==> config.mk <==
export PLATFORM = sky130hd
export DESIGN_NAME = score_tracker
export DESIGN_NICKNAME = d
export VERILOG_FILES = /design/src/rtl/score_tracker.sv
export SDC_FILE = /design/constraint.sdc
export NUM_CORES = 1
export LEC_CHECK = 0
export CAP_MARGIN = 20
export CELL_PAD_IN_SITES_DETAIL_PLACEMENT = 1
export CELL_PAD_IN_SITES_GLOBAL_PLACEMENT = 1
export CORE_MARGIN = 1
export CORE_UTILIZATION = 31
export DETAILED_ROUTE_END_ITERATION = 10
export PLACE_DENSITY_LB_ADDON = 0.1
export SETUP_SLACK_MARGIN = 0.2
export SYNTH_ARGS = -nofsm -noshare
export SYNTH_HDL_FRONTEND = slang
export SYNTH_SLANG_ARGS = --single-unit
==> constraint.sdc <==
create_clock -name clk -period 4.2 [get_ports clk]
set_input_delay 0.42 -clock clk [delete_from_list [all_inputs] [get_ports clk]]
set_output_delay 0.42 -clock clk [all_outputs]
set_load 0.05 [all_outputs]
==> src/rtl/score_tracker.sv <==
// score_tracker: catch detector and multi-digit BCD score keeper for the snake game.
// Detects a snake-head/rabbit position match, counts each catch once, and runs a
// request/acknowledge handshake with the rabbit generator for respawn.
// Optional feature macro: SCORE_TRACKER_HIGH_EN builds the high-score register;
// without it high_bcd is tied to zero.
module score_tracker #(
    parameter int unsigned POS_W  = 8,
    parameter int unsigned DIGITS = 2,
    parameter int unsigned WRAP   = 1
) (
    input  logic                  clk,
    input  logic                  rst,
    input  logic                  game_en,
    input  logic                  score_clr,
    input  logic [POS_W-1:0]      snake_pos,
    input  logic [POS_W-1:0]      rabbit_pos,
    input  logic                  respawn_ack,
    output logic [4*DIGITS-1:0]   score_bcd,
    output logic [4*DIGITS-1:0]   high_bcd,
    output logic                  respawn_req,
    output logic                  catch_pulse,
    output logic                  wrapped
);

    localparam int unsigned SW = 4 * DIGITS;

    localparam logic [1:0] ST_IDLE   = 2'd0;
    localparam logic [1:0] ST_REQ    = 2'd1;
    localparam logic [1:0] ST_SETTLE = 2'd2;

    logic [1:0]    state_q, state_d;
    logic          req_q, req_d;
    logic          pulse_q, pulse_d;
    logic          wrapped_q, wrapped_d;
    logic [SW-1:0] score_q, score_d;
    logic [SW-1:0] score_inc;
    logic          all_nines;
    logic          catch_now;
    logic          hit;

    assign hit = (snake_pos == rabbit_pos) && (snake_pos != '0) && (rabbit_pos != '0);

    // Catch/handshake FSM: count once in IDLE, hold request until ack, then wait for hit to drop
    always_comb begin
        state_d   = state_q;
        req_d     = req_q;
        pulse_d   = 1'b0;
        catch_now = 1'b0;
        case (state_q)
            ST_IDLE: begin
                if (hit && game_en) begin
                    state_d   = ST_REQ;
                    req_d     = 1'b1;
                    pulse_d   = 1'b1;
                    catch_now = 1'b1;
                end
            end
            ST_REQ: begin
                if (respawn_ack) begin
                    state_d = ST_SETTLE;
                    req_d   = 1'b0;
                end
            end
            ST_SETTLE: begin
                if (!hit) begin
                    state_d = ST_IDLE;
                end
            end
            default: begin
                state_d = ST_IDLE;
                req_d   = 1'b0;
            end
        endcase
    end

    // BCD ripple increment and all-nines detection of the current score
    always_comb begin
        logic carry;
        score_inc = score_q;
        all_nines = 1'b1;
        carry     = 1'b1;
        for (int unsigned i = 0; i < DIGITS; i++) begin
            if (score_q[4*i +: 4] != 4'd9) begin
                all_nines = 1'b0;
            end
            if (carry) begin
                if (score_q[4*i +: 4] == 4'd9) begin
                    score_inc[4*i +: 4] = 4'd0;
                end else begin
                    score_inc[4*i +: 4] = score_q[4*i +: 4] + 4'd1;
                    carry = 1'b0;
                end
            end
        end
    end

    // Next score and sticky wrap flag; a clear on the same edge as a catch wins
    always_comb begin
        score_d   = score_q;
        wrapped_d = wrapped_q;
        if (score_clr) begin
            score_d   = '0;
            wrapped_d = 1'b0;
        end else if (catch_now) begin
            if (all_nines) begin
                score_d   = (WRAP != 0) ? '0 : score_q;
                wrapped_d = 1'b1;
            end else begin
                score_d = score_inc;
            end
        end
    end

    // State, score and strobe registers with synchronous reset
    always_ff @(posedge clk) begin
        if (rst) begin
            state_q   <= ST_IDLE;
            req_q     <= 1'b0;
            pulse_q   <= 1'b0;
            wrapped_q <= 1'b0;
            score_q   <= '0;
        end else begin
            state_q   <= state_d;
            req_q     <= req_d;
            pulse_q   <= pulse_d;
            wrapped_q <= wrapped_d;
            score_q   <= score_d;
        end
    end

`ifdef SCORE_TRACKER_HIGH_EN
    logic [SW-1:0] high_q, high_d;
    logic          next_gt;

    // Digit-wise magnitude compare, most significant digit decides first
    always_comb begin
        logic decided;
        next_gt = 1'b0;
        decided = 1'b0;
        for (int unsigned i = DIGITS; i > 0; i--) begin
            if (!decided) begin
                if (score_d[4*(i-1) +: 4] > high_q[4*(i-1) +: 4]) begin
                    next_gt = 1'b1;
                    decided = 1'b1;
                end else if (score_d[4*(i-1) +: 4] < high_q[4*(i-1) +: 4]) begin
                    decided = 1'b1;
                end
            end
        end
        high_d = next_gt ? score_d : high_q;
    end

    // High-score register tracks the next score on the same edge
    always_ff @(posedge clk) begin
        if (rst) begin
            high_q <= '0;
        end else begin
            high_q <= high_d;
        end
    end

    assign high_bcd = high_q;
`else
    assign high_bcd = '0;
`endif

    assign score_bcd   = score_q;
    assign respawn_req = req_q;
    assign catch_pulse = pulse_q;
    assign wrapped     = wrapped_q;

endmodule

Yosys cells after proc, flatten, opt, wreduce, memory -nomap -nowiden. Index checks and enable logic that the tools add are counted. Widths: inputs -> output; s select.

Add/sub/neg operators: 2. Multiply operators: 0. Div/mod/pow operators: 0. $lt $le $gt $ge: 0. Equal/unequal tests: 10. Shift operators: 0. Mux-type cells: 16. Bitwise operators: 1. Reduce and logical (&&, ||, !) cells: 12.

Operators with widths (count): $reduce_bool 8->1 (2); $mux 4 (3); $add 4x1->4 const B (2); $eq 4x4->1 const B (2); $eq 8x8->1 (1); $mux 8 (1); $ne 4x4->1 const B (2); $mux 1 (7); $mux 2 (3); $ne 2x2->1 const B (3); $pmux 2 s3 (1); $reduce_and 3->1 (2); $reduce_and 2->1 (2); $logic_and 1x1->1 (3); $pmux 1 s3 (1); $eq 2x1->1 const B (1); $eq 2x2->1 const B (1); $logic_not 2->1 (1); $reduce_bool 2->1 (1); $reduce_or 2->1 (1); $not 1->1 (1).

Flip-flop bits (word level): 13. Latch bits: 0. Bits in writable memories: 0. Memory bits (read-only): 0. Input port bits: 21. Output and inout bits: 19. Memories: 0.

Logic depth before layout (Yosys ltp). Gate-level depths: netlist (run 1).

Depth after elaboration: 7. Gate-level depth with buffers: 6. Depth with buffers taken out: 5.

Worst setup path before layout (run 1). OpenSTA, ideal clock, no wires.

Path type: flip-flop to flip-flop. From: register score_q[3], in the netlist score_bcd[3]. To: register score_q[2], in the netlist score_bcd[2]. Arrival time: 1750 ps. Required time: 4072 ps. Setup slack: 2322 ps. Cell stages (with the launch flop): 6. Path buffers: 0. Period minus slack after synthesis: 1878 ps. Cells stage by stage: dfxtp_1 nor4bb_1 and4b_1 nor2_1 o31ai_1 a21oi_1.

Cells in the longest elaborated chain, start to end: 4.

RTL lines: from (decl) (line 35) `logic [SW-1:0] score_q, score_d;`; from (signal assigned) (line 127) `score_q <= score_d;`; $ne 4x4->1 (line 83) `if (score_q[4*i +: 4] != 4'd9) begin`; $mux 1 (2 in series) (line 83); $mux 8 (*) (line 105) `if (all_nines) begin`.

Every way passes the cells marked *; elsewhere a longest branch is shown, timed or not. A chain may end at the register's enable or synchronous reset.

Worst setup path after layout (run 1).
From: input snake_pos[2]. To: register score_q[3], in the netlist score_bcd[3].

Cells in the longest elaborated chain, start to end: 6.

RTL lines: from (decl) (line 15) `input logic [POS_W-1:0] snake_pos,`; $eq 8x8->1 / $reduce_bool 8->1 (equally long branches) (line 41) `assign hit = (snake_pos == rabbit_pos) && (snake_pos != '0) && (rabbit_pos != '0);`; $logic_and 1x1->1 (*) (2 in series) (line 41); $logic_and 1x1->1 (*) (line 51) `if (hit && game_en) begin`; $mux 1 (*) (line 51); $mux 1 (*) (line 49) `case (state_q)`.

Marked as above.

==> results of run 1 <==
Yosys cell counts, drive strengths merged:
| cell type | number | share of area |
|---|---|---|
| a21oi | 7 | 0.040 |
| a31oi | 4 | 0.028 |
| a32o | 1 | 0.011 |
| and2 | 2 | 0.014 |
| and3 | 2 | 0.016 |
| and4 | 1 | 0.011 |
| and4b | 1 | 0.011 |
| buf | 10 | 0.078 |
| clkbuf | 1 | 0.0043 |
| conb | 1 | 0.0043 |
| dfxtp | 13 | 0.30 |
| inv | 5 | 0.021 |
| mux2 | 1 | 0.013 |
| mux2i | 1 | 0.011 |
| nand2 | 7 | 0.030 |
| nand3 | 5 | 0.028 |
| nand4 | 3 | 0.038 |
| nor2 | 11 | 0.047 |
| nor2b | 1 | 0.0071 |
| nor3 | 1 | 0.0057 |
| nor3b | 1 | 0.0085 |
| nor4 | 6 | 0.077 |
| nor4bb | 1 | 0.011 |
| o2111ai | 1 | 0.0099 |
| o21ai | 4 | 0.023 |
| o2bb2ai | 1 | 0.0099 |
| o31ai | 3 | 0.026 |
| or2 | 1 | 0.0071 |
| or3 | 1 | 0.0071 |
| or4 | 3 | 0.026 |
| xor2 | 8 | 0.080 |
cell type report:
| class | count | area [um2] | share of cell area |
|---|---|---|---|
| clock buffer | 4 | 26.3 | 0.0217 |
| inverter | 5 | 18.8 | 0.0155 |
| multi-input combinational | 86 | 556 | 0.460 |
| sequential | 13 | 260 | 0.215 |
| tap | 30 | 37.5 | 0.0311 |
| timing repair buffer | 31 | 310 | 0.257 |
registers in the layout (all words and copies together), names as in the netlist:
register     cells
state_q          2
respawn_req      1
wrapped          1
score_bcd        8
catch_pulse      1
routing by layer:
layer | vias up | routed length [um] | global-route usage
li1 | 436 | - | -
met3 | 5 | 141 | 0.0539
met1 | 405 | 1070 | 0.192
met2 | 27 | 1050 | 0.258
met4 | 0 | 31 | 0.0536
met5 | - | 0 | 0
layout by cell type (no fill, tap or decap), drive strengths merged:
cell type      synthesis  final
clkbuf                 1      4
or2                    1      1
xor2                   8      8
o2111ai                1      1
nor4                   6      6
clkdlybuf4s50          0     31
o31ai                  3      3
nor2                  11     11
conb                   1      8
and4                   1      1
nor4bb                 1      1
and4b                  1      1
nor3                   1      1
or4                    3      3
nor3b                  1      1
o21ai                  4      4
nand3                  5      5
mux2i                  1      1
or3                    1      1
a21oi                  7      7
a31oi                  4      4
nand4                  3      3
o2bb2ai                1      1
nor2b                  1      1
mux2                   1      1
dfxtp                 13     13
and3                   2      2
nand2                  7      7
a32o                   1      1
inv                    5      5
and2                   2      2
worst paths after layout:
path	start	end	slack (ns)	depth (start not counted)
setup reg to reg	score_bcd[3]$_SDFFE_PP0P_	score_bcd[2]$_SDFFE_PP0P_	2.43	5
setup / recovery	snake_pos[2]	score_bcd[3]$_SDFFE_PP0P_	2.11	6
hold reg to reg	respawn_req$_SDFFE_PP0P_	respawn_req$_SDFFE_PP0P_	0.46	2
hold / removal	respawn_req$_SDFFE_PP0P_	respawn_req$_SDFFE_PP0P_	0.46	2
kinds of logic after synthesis:
logic type / after synthesis
AO/OA/AOI/OAI: 21
XOR/XNOR: 8
buffers and inverters: 16
flip-flops: 13
multiplexers: 2
other: 1
AND/OR/NAND/NOR: 47
power breakdown:
group / total, mW / internal (mW) / switching [mW]
logic: 0.0581 / 0.0234 / 0.0346
registers: 0.123 / 0.123 / 0.0000655
clock network: 0.0799 / 0.0369 / 0.0429
critical path: cells and delay by family:
| kind | cells | cell delay (ns) |
|---|---|---|
| xor+xnor | 1 | 0.20 |
| compound gates | 1 | 0.16 |
| buf+inv | 1 | 0.44 |
| simple gates | 3 | 1.09 |
==> flow_summary.ini, run 1 <==
[run_status]
status = complete, no violations

[hold_path]
hold_path.class = reg -> reg

[sta]
tightest_slew_ns = 0.590
fin_ws_ns = 2.11
relSlewSlack = 0.601
grt_setup_unrepaired = no
fin_hold_ws_ns = 0.462
finalSetupViolCount = 0
slew_violations = 0
finalSetupTns_ns = 0
fin_crit_sh = 0.497
hold_viol_final = 0
fin_skew_ns = 0.00550
min_period_ns = 2.09
fmax_mhz = 479

[cells_and_area]
nets = 161
drive_gt1_frac = 0.0719
fin_util = 0.467
area_delta_synth_final_pct = 37.2
fin_area_um2 = 1210
final_cells = 169
nFillCells = 332
antenna_cells = 0

[yosys]
yosysUniqueCellTypes = 36
synth-compound-area-share = 0.148
netlist_area_um2 = 881
synth.avg_cell_area_um2 = 8.16
synth_xor_area_frac = 0.0795
synthMuxAreaShare = 0.0241
postSynthCellCount = 108
synth_fa_ha_area_frac = 0
ys_seq_area_frac = 0.295
synth-simple-area-share = 0.345
ys_ff_latch = 13
yosys_warnings = 0
synth_top_family_by_area = simple AND/OR/NAND/NOR gates

[pwr]
pwr_density_cell_nw_per_um2 = 216
irDropWorstVdd_mv = 0.150
p_leak_nw = 0.415
p_total_mw = 0.261

[setup_path]
cpPeakStageDelay_ns = 0.50
slowest_stage = or4_1
crit_type = in -> reg
cp.arrival_ns = 2.31
worstSetupStartpointType = primary input
path_cells = clkdlybuf4s50_1, xor2_1, nor4_4, nand4_4, or4_1, a31oi_1
crit_path_end_kind = flop
cp.required_ns = 4.42
crit_fanout = 8

[global_routing]
grt_pass1_wl_mm = 3.78
antenna_found_initial = 0
grt_pass1_vias = 854
grt_usage = 0.158
grt_max_degree = 10
grt.overflow.total = 0

[route]
postRouteAntennaNets = 0
viasPerCell = 5.17
vias = 873
drt-initial-drc-count = 17
routed_wl_mm = 2.29
wl_per_cell_um = 13.6
drt-pass1-iter-count = 4
drc = 0

[clock_tree]
root_buffer = clkbuf_4
cts-resized-gates = 0
numCtsBuffers = 3
numClockSinks = 13
clkLatencyLatePin_ns = 0.29
clockBufferDepth = 2
tritoncts = done
cts-hold-fix-buffers = 0
postCtsSetupBuffers = 0
htreeDepth = 1
path_clk_slew_ns = 0.08

[floorplanning]
dieArea_um2 = 3060
die_x_um = 55.3
rows = 18
die_h_um = 55.3
ios = 40
design.core.area_um2 = 2590
start_util = 0.340

[placement]
dp_cells = 165
port_buffers = 31
dp_hpwl_mm = 1.83
preCtsSetupSlack_ns = 1.80
place.gp.congestion = 0.711
dpl_cell_area_um2 = 1180

[run]
drv_cap = 0
Power figures use the tool's default switching activity.
==> run 2: changes to the inputs <==
--- a/config.mk
+++ b/config.mk
@@ -9,7 +9,7 @@
 export CELL_PAD_IN_SITES_DETAIL_PLACEMENT = 1
 export CELL_PAD_IN_SITES_GLOBAL_PLACEMENT = 1
 export CORE_MARGIN = 1
-export CORE_UTILIZATION = 31
+export CORE_UTILIZATION = 28
 export DETAILED_ROUTE_END_ITERATION = 10
 export PLACE_DENSITY_LB_ADDON = 0.1
 export SETUP_SLACK_MARGIN = 0.2
==> constraint.sdc (replaced) <==
create_clock -name clk -period 2 [get_ports clk]
set_input_delay 0.2 -clock clk [delete_from_list [all_inputs] [get_ports clk]]
set_output_delay 0.2 -clock clk [all_outputs]
set_load 0.05 [all_outputs]
==> run 2 against run 1 <==
Sequential share of layout area down 1.5 points. First-iteration DRC count down 18%. Highest routed layer unchanged. Via count up 5.7%. Design area up 8.2%. Global-route usage down 0.21 points. Clock power up 110%. Worst hold slack worse by 0.0077 ns. Cell count up 12%. Critical path type is now reg -> out. Combinational power up 120%.
==> flow_summary.ini, run 2 (same netlist as run 1, synthesis figures left out) <==
[setup_path]
path_cells = clkdlybuf4s50_1
crit_cells = 1
r2r-start = state_q[1]$_SDFFE_PP0P_
crit_buf_inv = 1
cpPeakStageDelay_ns = 0.84
cp.required_ns = 1.80
critPathTopFamily = buffers and inverters
r2r_end = score_bcd[7]$_SDFFE_PP0P_
worstSetupStartpointType = flop
ff2ff_setup_slack_ns = 0.38
cp.arrival_ns = 1.55
crit_type = reg -> out
worst_r2r_path_depth = 5
crit_fanout = 6
slowest_stage = clkdlybuf4s50_1
crit_path_end_kind = primary output

[route]
drc = 0
drt-initial-drc-count = 14
vias = 923
drt-pass1-iter-count = 4
wl_per_cell_um = 13.0
routed_wl_mm = 2.46
viasPerCell = 4.88
postRouteAntennaNets = 0

[sta]
grt_setup_unrepaired = no
hold_viol_final = 0
tightest_slew_ns = 0.502
fin_skew_ns = 0.00494
fmax_mhz = 573
relSlewSlack = 0.664
fin_crit_sh = 0.873
min_period_ns = 1.75
fin_ws_ns = 0.253
slew_violations = 0
finalSetupViolCount = 0

[floorplanning]
die_x_um = 58.1
dieArea_um2 = 3370
ios = 40
rows = 19
die_h_um = 58.1
design.core.area_um2 = 2880
start_util = 0.306

[global_routing]
grt_max_degree = 10
grt.overflow.total = 0
met1_usage = 0.176
grt_usage = 0.155
grt_pass1_vias = 909
use_met3 = 0.0223
antenna_found_initial = 0
gr-usage-met2 = 0.296
grt_pass1_wl_mm = 4.03
grt.busiest_layer = met2

[clock_tree]
root_buffer = clkbuf_4
tritoncts = done
clkLatencyLatePin_ns = 0.27
numClockSinks = 13
clockBufferDepth = 2
htreeDepth = 1
numCtsBuffers = 3
path_clk_slew_ns = 0.08
postCtsSetupBuffers = 0

[cells_and_area]
area_delta_synth_final_pct = 48.4
antenna_cells = 0
fin_util = 0.455
nFillCells = 361
nets = 169
mostFrequentLayoutCell = clkdlybuf4s50_1
layout_common_cells = 24 x clkdlybuf4s50_1, 12 x dfxtp_1, 11 x nor2_1
largest_register_ffs = 8
drive_gt1_frac = 0.150
fin_area_um2 = 1310

[placement]
preCtsSetupSlack_ns = -0.117
dp_hpwl_mm = 2.03
port_buffers = 31
dpl_cell_area_um2 = 1260
place.gp.congestion = 0.768

[pwr]
pwr_density_cell_nw_per_um2 = 420
p_leak_nw = 0.506
p_total_mw = 0.550
irDropWorstVdd_mv = 0.158

[run_status]
status = complete, no violations

[hold_path]
hold_path_end = respawn_req$_SDFFE_PP0P_
hold_path.class = reg -> reg
hold_depth = 2
hp-start = respawn_req$_SDFFE_PP0P_

[run]
drv_cap = 0
## run 2: cell count changes in the layout (fill, tap and decap cells not counted)
cell             change
clkdlybuf4s50_1      -7
dlygate4sd2_1        +4
buf_4                +8
dlymetal6s2s_1       +3
o31ai_1              -1
xor2_2               +2
dfxtp_1              -1
o31ai_2              +1
dfxtp_2              +1
xor2_1               -2
## run 2: metrics by stage
step           hold WS [ns]  TNS, ns  std cells
2_1_floorplan         0.269        0        115
3_3_place_gp          0.444  -0.0456        185
3_5_place_dp          0.447   -0.237        185
4_1_cts               0.459        0        189
5_1_grt               0.499        0        189
6_report              0.455        0        189
## run 2: what timing repair did
action	CTS	global route
setup endpoints to repair	4	5
pin swaps	1	4
hold buffers	0	0
resized for setup	5	5
## run 2: power by group
group / internal, mW / total [mW] / switching [mW]
combinational: 0.0503 / 0.126 / 0.0759
clock: 0.0771 / 0.165 / 0.0875
sequential: 0.259 / 0.259 / 0.000136
total: 0.386 / 0.550 / 0.164
## run 2: worst max-delay path by stage
| stage | startpoint | to | slack, ns |
|---|---|---|---|
| 4_1_cts | snake_pos[0] | score_bcd[3]$_SDFFE_PP0P_ | 0.18 |
| 3_5_place_dp | snake_pos[4] | score_bcd[3]$_SDFFE_PP0P_ | -0.12 |
| 6_report | score_bcd[7]$_SDFFE_PP0P_ | score_bcd[7] | 0.25 |
| 2_1_floorplan | score_bcd[4]$_SDFFE_PP0P_ | score_bcd[2]$_SDFFE_PP0P_ | 0.21 |
| 5_1_grt | score_bcd[7]$_SDFFE_PP0P_ | score_bcd[7] | 0.21 |
| 3_3_place_gp | snake_pos[4] | score_bcd[3]$_SDFFE_PP0P_ | -0.05 |
## run 2: layout make-up
type / count / area, um2 / area share
Sequential cell: 13 / 262 / 0.200
Multi-Input combinational cell: 86 / 576 / 0.440
Timing Repair Buffer: 39 / 373 / 0.285
Tap cell: 42 / 52.6 / 0.0402
Clock buffer: 4 / 26.3 / 0.0201
Inverter: 5 / 18.8 / 0.0144
## run 2: per-layer routing
layer	vias up	routed length (um)
met5	-	0
met2	28	1310
met1	436	1040
met4	0	27
li1	457	-
met3	2	77
